===== src/rtl/datapath_pkg.sv =====
// Shared constants for the single-bus CPU datapath: data width, ALU opcodes
// and bus-source indices (lower index wins the bus).
package datapath_pkg;
    localparam int DW = 32;
    localparam int NUM_REGS = 16;

    localparam logic [4:0] OP_ADD  = 5'b00011;
    localparam logic [4:0] OP_SUB  = 5'b00100;
    localparam logic [4:0] OP_AND  = 5'b00101;
    localparam logic [4:0] OP_OR   = 5'b00110;
    localparam logic [4:0] OP_SHR  = 5'b00111;
    localparam logic [4:0] OP_SHRA = 5'b01000;
    localparam logic [4:0] OP_SHL  = 5'b01001;
    localparam logic [4:0] OP_ROR  = 5'b01010;
    localparam logic [4:0] OP_ROL  = 5'b01011;
    localparam logic [4:0] OP_ADDI = 5'b01100;
    localparam logic [4:0] OP_ANDI = 5'b01101;
    localparam logic [4:0] OP_ORI  = 5'b01110;
    localparam logic [4:0] OP_MUL  = 5'b01111;
    localparam logic [4:0] OP_DIV  = 5'b10000;
    localparam logic [4:0] OP_NEG  = 5'b10001;
    localparam logic [4:0] OP_NOT  = 5'b10010;

    localparam int SEL_R0  = 0;
    localparam int SEL_HI  = 16;
    localparam int SEL_LO  = 17;
    localparam int SEL_ZHI = 18;
    localparam int SEL_ZLO = 19;
    localparam int SEL_PC  = 20;
    localparam int SEL_MDR = 21;
    localparam int SEL_C   = 22;
    localparam int NUM_SEL = 23;
endpackage


===== src/rtl/datapath_alu.sv =====
// Combinational ALU: A = Y, B = bus, 64-bit result destined for Z.
// Multiply/divide exist only when DATAPATH_MULDIV_EN is defined.
module alu
    import datapath_pkg::*;
(
    input  logic [DW-1:0]   a,
    input  logic [DW-1:0]   b,
    input  logic [4:0]      opcode,
    input  logic            inc_pc,
    output logic [2*DW-1:0] result
);
    logic [4:0]      sh;
    logic [2*DW-1:0] rol_w, ror_w;

    assign sh = b[4:0];
    // Rotates fall out of shifting a doubled copy of A.
    assign rol_w = {a, a} << sh;
    assign ror_w = {a, a} >> sh;

`ifdef DATAPATH_MULDIV_EN
    logic signed [2*DW-1:0] prod;
    logic signed [DW-1:0]   quo, rem;

    assign prod = $signed({{DW{a[DW-1]}}, a}) * $signed({{DW{b[DW-1]}}, b});
    assign quo  = $signed(a) / $signed(b);
    assign rem  = $signed(a) % $signed(b);
`endif

    always_comb begin
        result = '0;
        if (inc_pc) begin
            result[DW-1:0] = b + 32'd1;
        end else begin
            case (opcode)
                OP_ADD, OP_ADDI: result[DW-1:0] = a + b;
                OP_SUB:          result[DW-1:0] = a - b;
                OP_AND, OP_ANDI: result[DW-1:0] = a & b;
                OP_OR, OP_ORI:   result[DW-1:0] = a | b;
                OP_SHR:          result[DW-1:0] = a >> sh;
                OP_SHRA:         result[DW-1:0] = $signed(a) >>> sh;
                OP_SHL:          result[DW-1:0] = a << sh;
                OP_ROR:          result[DW-1:0] = ror_w[DW-1:0];
                OP_ROL:          result[DW-1:0] = rol_w[2*DW-1:DW];
`ifdef DATAPATH_MULDIV_EN
                OP_MUL:          result = prod;
                // Divide by zero: remainder = A, quotient = all ones.
                OP_DIV:          result = (b == '0) ? {a, {DW{1'b1}}} : {rem, quo};
`else
                OP_MUL, OP_DIV:  result = '0;
`endif
                OP_NEG:          result[DW-1:0] = 32'd0 - b;
                OP_NOT:          result[DW-1:0] = ~b;
                default:         result[DW-1:0] = b;
            endcase
        end
    end
endmodule


===== src/rtl/datapath.sv =====
// Single-bus 32-bit CPU datapath: R0-R15, PC/MAR/MDR/Y/HI/LO, 64-bit Z, ALU.
// Optional mul/div via DATAPATH_MULDIV_EN. bus and mar are exported for memory/observation.
module datapath
    import datapath_pkg::*;
(
    input  logic          Clock,
    input  logic          clear,
    input  logic [DW-1:0] Mdatain,
    input  logic          Read,
    input  logic          IncPC,
    input  logic [15:0]   Rin,
    input  logic [15:0]   Rout,
    input  logic          PCin,
    input  logic          Zin,
    input  logic          MDRin,
    input  logic          MARin,
    input  logic          Yin,
    input  logic          HIin,
    input  logic          LOin,
    input  logic          PCout,
    input  logic          Zhighout,
    input  logic          Zlowout,
    input  logic          HIout,
    input  logic          LOout,
    input  logic          MDRout,
    input  logic          Cout,
    input  logic [4:0]    opcode,
    output logic [DW-1:0] bus,
    output logic [DW-1:0] mar
);
    logic [NUM_REGS-1:0][DW-1:0] regs;
    logic [DW-1:0]               pc, mdr, y, hi, lo;
    logic [2*DW-1:0]             z, alu_result;
    logic [NUM_SEL-1:0]          sel;
    logic [NUM_SEL-1:0][DW-1:0]  src;

    assign sel = {Cout, MDRout, PCout, Zlowout, Zhighout, LOout, HIout, Rout};

    always_comb begin
        src = '0;
        for (int i = 0; i < NUM_REGS; i++) src[SEL_R0+i] = regs[i];
        src[SEL_HI]  = hi;
        src[SEL_LO]  = lo;
        src[SEL_ZHI] = z[2*DW-1:DW];
        src[SEL_ZLO] = z[DW-1:0];
        src[SEL_PC]  = pc;
        src[SEL_MDR] = mdr;
        src[SEL_C]   = {{(DW-19){mdr[18]}}, mdr[18:0]};
    end

    // Scan from the lowest-priority source up so the lowest asserted index wins.
    always_comb begin
        bus = '0;
        for (int i = NUM_SEL - 1; i >= 0; i--) begin
            if (sel[i]) bus = src[i];
        end
    end

    alu u_alu (
        .a      (y),
        .b      (bus),
        .opcode (opcode),
        .inc_pc (IncPC),
        .result (alu_result)
    );

    always_ff @(posedge Clock) begin
        if (clear) begin
            regs <= '0;
            pc   <= '0;
            mar  <= '0;
            mdr  <= '0;
            y    <= '0;
            hi   <= '0;
            lo   <= '0;
            z    <= '0;
        end else begin
            for (int i = 0; i < NUM_REGS; i++) begin
                if (Rin[i]) regs[i] <= bus;
            end
            if (PCin)  pc  <= bus;
            if (MARin) mar <= bus;
            if (MDRin) mdr <= Read ? Mdatain : bus;
            if (Yin)   y   <= bus;
            if (HIin)  hi  <= bus;
            if (LOin)  lo  <= bus;
            if (Zin)   z   <= alu_result;
        end
    end
endmodule


===== config.mk =====
export PLATFORM = sky130hd
export DESIGN_NAME = datapath
export DESIGN_NICKNAME = d
export VERILOG_FILES = /design/src/rtl/datapath_pkg.sv /design/src/rtl/datapath_alu.sv /design/src/rtl/datapath.sv
export SDC_FILE = /design/constraint.sdc
export NUM_CORES = 2
export LEC_CHECK = 0
export CORE_ASPECT_RATIO = 0.8
export CORE_MARGIN = 2
export CORE_UTILIZATION = 34
export DETAILED_ROUTE_END_ITERATION = 10
export SLEW_MARGIN = 10
export SYNTH_ARGS = -nofsm -noshare
export SYNTH_HDL_FRONTEND = slang
export SYNTH_SLANG_ARGS = --single-unit

===== constraint.sdc =====
create_clock -name Clock -period 8.7 [get_ports Clock]
set_input_delay 1.305 -clock Clock [delete_from_list [all_inputs] [get_ports Clock]]
set_output_delay 1.305 -clock Clock [all_outputs]
set_load 0.01 [all_outputs]

==> results.md <==
- Result of the run: completed
- DP HPWL: 176,000 um
- Core Box Area: 130,000 sq um
- Vias per inst: 6.37
- Post-Syn Area: 44,700 sq um
- Vias in the first global route: 42.3k
- Number of buffer cells added on primary ports: 150
- Worst supply voltage drop on vdd: 0.000156 V
- Drt wl/cell: 33.3 um
- Sequential cell area: 14,700 sq um
- Category of the critical setup timing path: primary input to output pin
- Flop-to-flop setup slack: 2.25 ns
- Final worst clock skew: 0.0355 ns
- Synthesized netlist net count: 5,863
- Largest net degree at the start of global routing: 210
- Buffers inserted during post-CTS setup optimization: 0
- CP Capture Type: output pin
- Aggregate global routing overflow: 0
- CTS max path bufs: 3
- Max Slew Vio Count: 0
- Register bit total from synthesis: 736
- Initial drt markers: 7,626
- Synth-to-layout area growth: 14.2%
- Min Clock Period, post-route: 7.47 ns
- Slew @ Worst Pin: 1.41 ns
- Part of the Yosys area used for sequential elements: 33.0%
- Max Freq: 134 MHz
- Initial Utilization: 34.4%
- Reg clk slew, reported paths: 0.06 ns
- Fraction of registers with async set or reset after synthesis: 0%
- Clock buffer count from CTS: 84
- R2r endpoint: z[27]
- Area occupied by multi-input gates: 27,100 sq um
- Worst-case hold path end point: regs[82]
- Type of the worst min-delay path: register to register
- Count of cells resized by post-cts repair: 0
- Distinct cell type count after synthesis: 108
- Yosys Warn Count: 0
- CTS H-Tree Depth: 3
- Total of max-cap violations: 0
- Width of the die: 409 um
- Cell type contributing the most total cell area after synthesis: sky130_fd_sc_hd__dfxtp_1
- Wire length of the first global-routing pass: 341,000 um
- Worst path required time: 7.39 ns
- Max stage delay on crit path: 1.20 ns
- Total Negative Setup Slacks: 0 ns
- Average cell area after synthesis: 7.87 sq um
- Drt drc: 0
- Launch point of the worst reg-to-reg path: regs[483]
- Share of Yosys cell area claimed by the top area cell type: 33.0%
- Leakage power of the design: 0.0196 uW
- Critical path's most frequent cell: sky130_fd_sc_hd__clkdlybuf4s50_1
- Last weighted congestion value of the routability-driven placer: 1.05
- Sequence of cells on the critical path: clkdlybuf4s50_1 -> or3_1 -> buf_4 -> nor3_2 -> o221ai_1 -> nor4b_1 -> o21ai_1 -> and2_2 -> inv_2 -> clkdlybuf4s50_1
- Final core utilization: 39.3%
- Maximum fanout along the worst path: 9
- Final setup fails: 0
- Cell area power density: 199 nW/um^2
- Via count: 47.3k
- Total detailed-routing wirelength: 247,000 um
- Number of search-and-repair iterations in the first detailed-routing pass: 6
- I/O pins: 151
- Post-synth EDFFs: 0
- Final Net Count: 5,804
- Depth of the most critical reg-to-reg path: 19
- Number of antenna-violating nets in the routed design: 0
- Std-Cell Rows: 118
- Clock tree root buffer cell: sky130_fd_sc_hd__clkbuf_16
- Cell count after synthesis: 5,676
- TritonCTS clock tree: built
- Sink Count: 736
- Worst Hold Launch: regs[82]
- Floorplan die area: 134,000 sq um
- Hold Path Cell Cnt: 2
- CP Launch Type: primary input
- Cells taking the most area after synthesis: sky130_fd_sc_hd__dfxtp_1 (33%), sky130_fd_sc_hd__mux2i_1 (11%), sky130_fd_sc_hd__a211oi_1 (8.3%), sky130_fd_sc_hd__nor2_1 (7.8%), sky130_fd_sc_hd__a21oi_1 (3.7%)
- Period Utilization, post-route: 85.8%
- Dominant register cell in the synthesized netlist: sky130_fd_sc_hd__dfxtp_1
- Worst-skew pair later-pin latency: 0.70 ns
- Setup repair after global routing missed its margin: no
- Headroom to the max-slew limit: 4.74%
- Antenna violations before repair: 25
- Total Routing Usage GR: 35.3%
- Die Height: 328 um
- Final hold vios: 0
- Data arrival time of the critical path: 6.16 ns
- CTS hold repair buffers: 0
- Count of filler cells inserted in the layout: 13.4k
- Share of final-layout standard cells stronger than drive strength 1: 10.1%
- Highest-delay cell along the critical path: sky130_fd_sc_hd__nor4b_1
synth_stat cells, drive strengths merged, types with 17 or more instances:
cell type  count
nor2         931
dfxtp        736
a211oi       495
mux2i        476
nand2        418
clkbuf       341
a21oi        326
o21ai        300
buf          242
inv          125
ha            98
a31oi         84
nor3          74
nand3         71
o211ai        65
a221oi        62
o221ai        55
nor2b         54
o22ai         54
xnor2         53
nand2b        48
a21o          43
a22oi         34
nand3b        34
and3          33
o21a          28
a2111oi       26
o31ai         25
nand4         24
nor3b         23
xor2          23
o2111ai       19
o311ai        19
a311oi        18
nor4          17
worst max-delay path: cells and delay by family:
family,cells,cell delay (ns)
buf+inv,4,2.03
simple gates,4,2.48
compound gates,2,0.32
where the power goes:
group	switching [uW]	internal [uW]	total [uW]
Sequential	148	3580	3730
Combinational	1900	801	2700
Clock	1600	2130	3730
Total	3650	6510	10200
cell usage in the layout (no fill, tap or decap), types with 55 or more instances in the layout:
cell type,instances
sky130_fd_sc_hd__o211ai_1,65
sky130_fd_sc_hd__ha_1,98
sky130_fd_sc_hd__nand2_1,417
sky130_fd_sc_hd__nand3_1,70
sky130_fd_sc_hd__clkdlybuf4s50_1,110
sky130_fd_sc_hd__a211oi_1,488
sky130_fd_sc_hd__nor2_1,920
sky130_fd_sc_hd__a21oi_1,319
sky130_fd_sc_hd__a31oi_1,80
sky130_fd_sc_hd__clkbuf_16,85
sky130_fd_sc_hd__dfxtp_1,736
sky130_fd_sc_hd__a221oi_1,59
sky130_fd_sc_hd__mux2i_1,476
sky130_fd_sc_hd__inv_1,113
sky130_fd_sc_hd__o21ai_0,275
sky130_fd_sc_hd__o221ai_1,55
sky130_fd_sc_hd__nor3_1,68
sky130_fd_sc_hd__buf_4,280
cell type report:
cell class | count | share of cell area (%)
Clock inverter | 30 | 0.819
Timing Repair Buffer | 438 | 7.01
Clock buffer | 121 | 4.81
Antenna cell | 7 | 0.0343
Tap cell | 1740 | 4.27
Sequential cell | 736 | 28.9
Inverter | 130 | 0.974
Multi-Input combinational cell | 4227 | 53.2
state kept, by name (all words and copies together) (netlist names):
signal / cells
hi: 32
lo: 32
mar: 32
mdr: 32
pc: 32
regs: 512
y: 32
z: 32
layer usage:
layer | vias to the layer above | track usage [%] | routed length, um
li1 | 20500 | - | -
met1 | 23100 | 50.4 | 107000
met2 | 3151 | 47.3 | 95600
met3 | 541 | 13.1 | 33600
met4 | 28 | 13.3 | 10600
met5 | - | 0 | 180
kinds of logic after synthesis:
group                    Yosys count  share of synthesized area [%]
flip-flops                       736                           33.0
buffers and inverters            713                           6.73
multiplexers                     488                           11.0
AO/OA/AOI/OAI                   1771                           27.2
AND/OR/NAND/NOR                 1792                           17.8
XOR/XNOR                          76                           1.49
adder cells (fa/ha/maj)          100                           2.84
metrics by stage:
stage,std cells,hold slack (ns),worst slack [ns],area [sq um],power (uW)
CTS,7422,0.480,1.50,51000,10000
detailed placement,7271,0.473,0.835,48100,6350
global placement,7271,0.463,0.811,48100,6360
finish,7429,0.482,1.23,51000,10200
global route,7422,0.492,1.10,51000,10400
floorplan,5676,0.441,2.08,44700,5200
worst max path at each step:
stage / from / end / slack, ns / depth (start not counted)
2_1_floorplan: Rout[12] / z[30] / 2.08 / 29
3_3_place_gp: Rout[7] / z[27] / 0.81 / 22
3_5_place_dp: Rout[7] / z[27] / 0.83 / 22
4_1_cts: Rout[7] / z[27] / 1.50 / 22
5_1_grt: Rout[7] / z[27] / 1.10 / 21
6_report: Rout[7] / bus[19] / 1.23 / 10
Note: power is estimated with default switching activity, not from simulation.
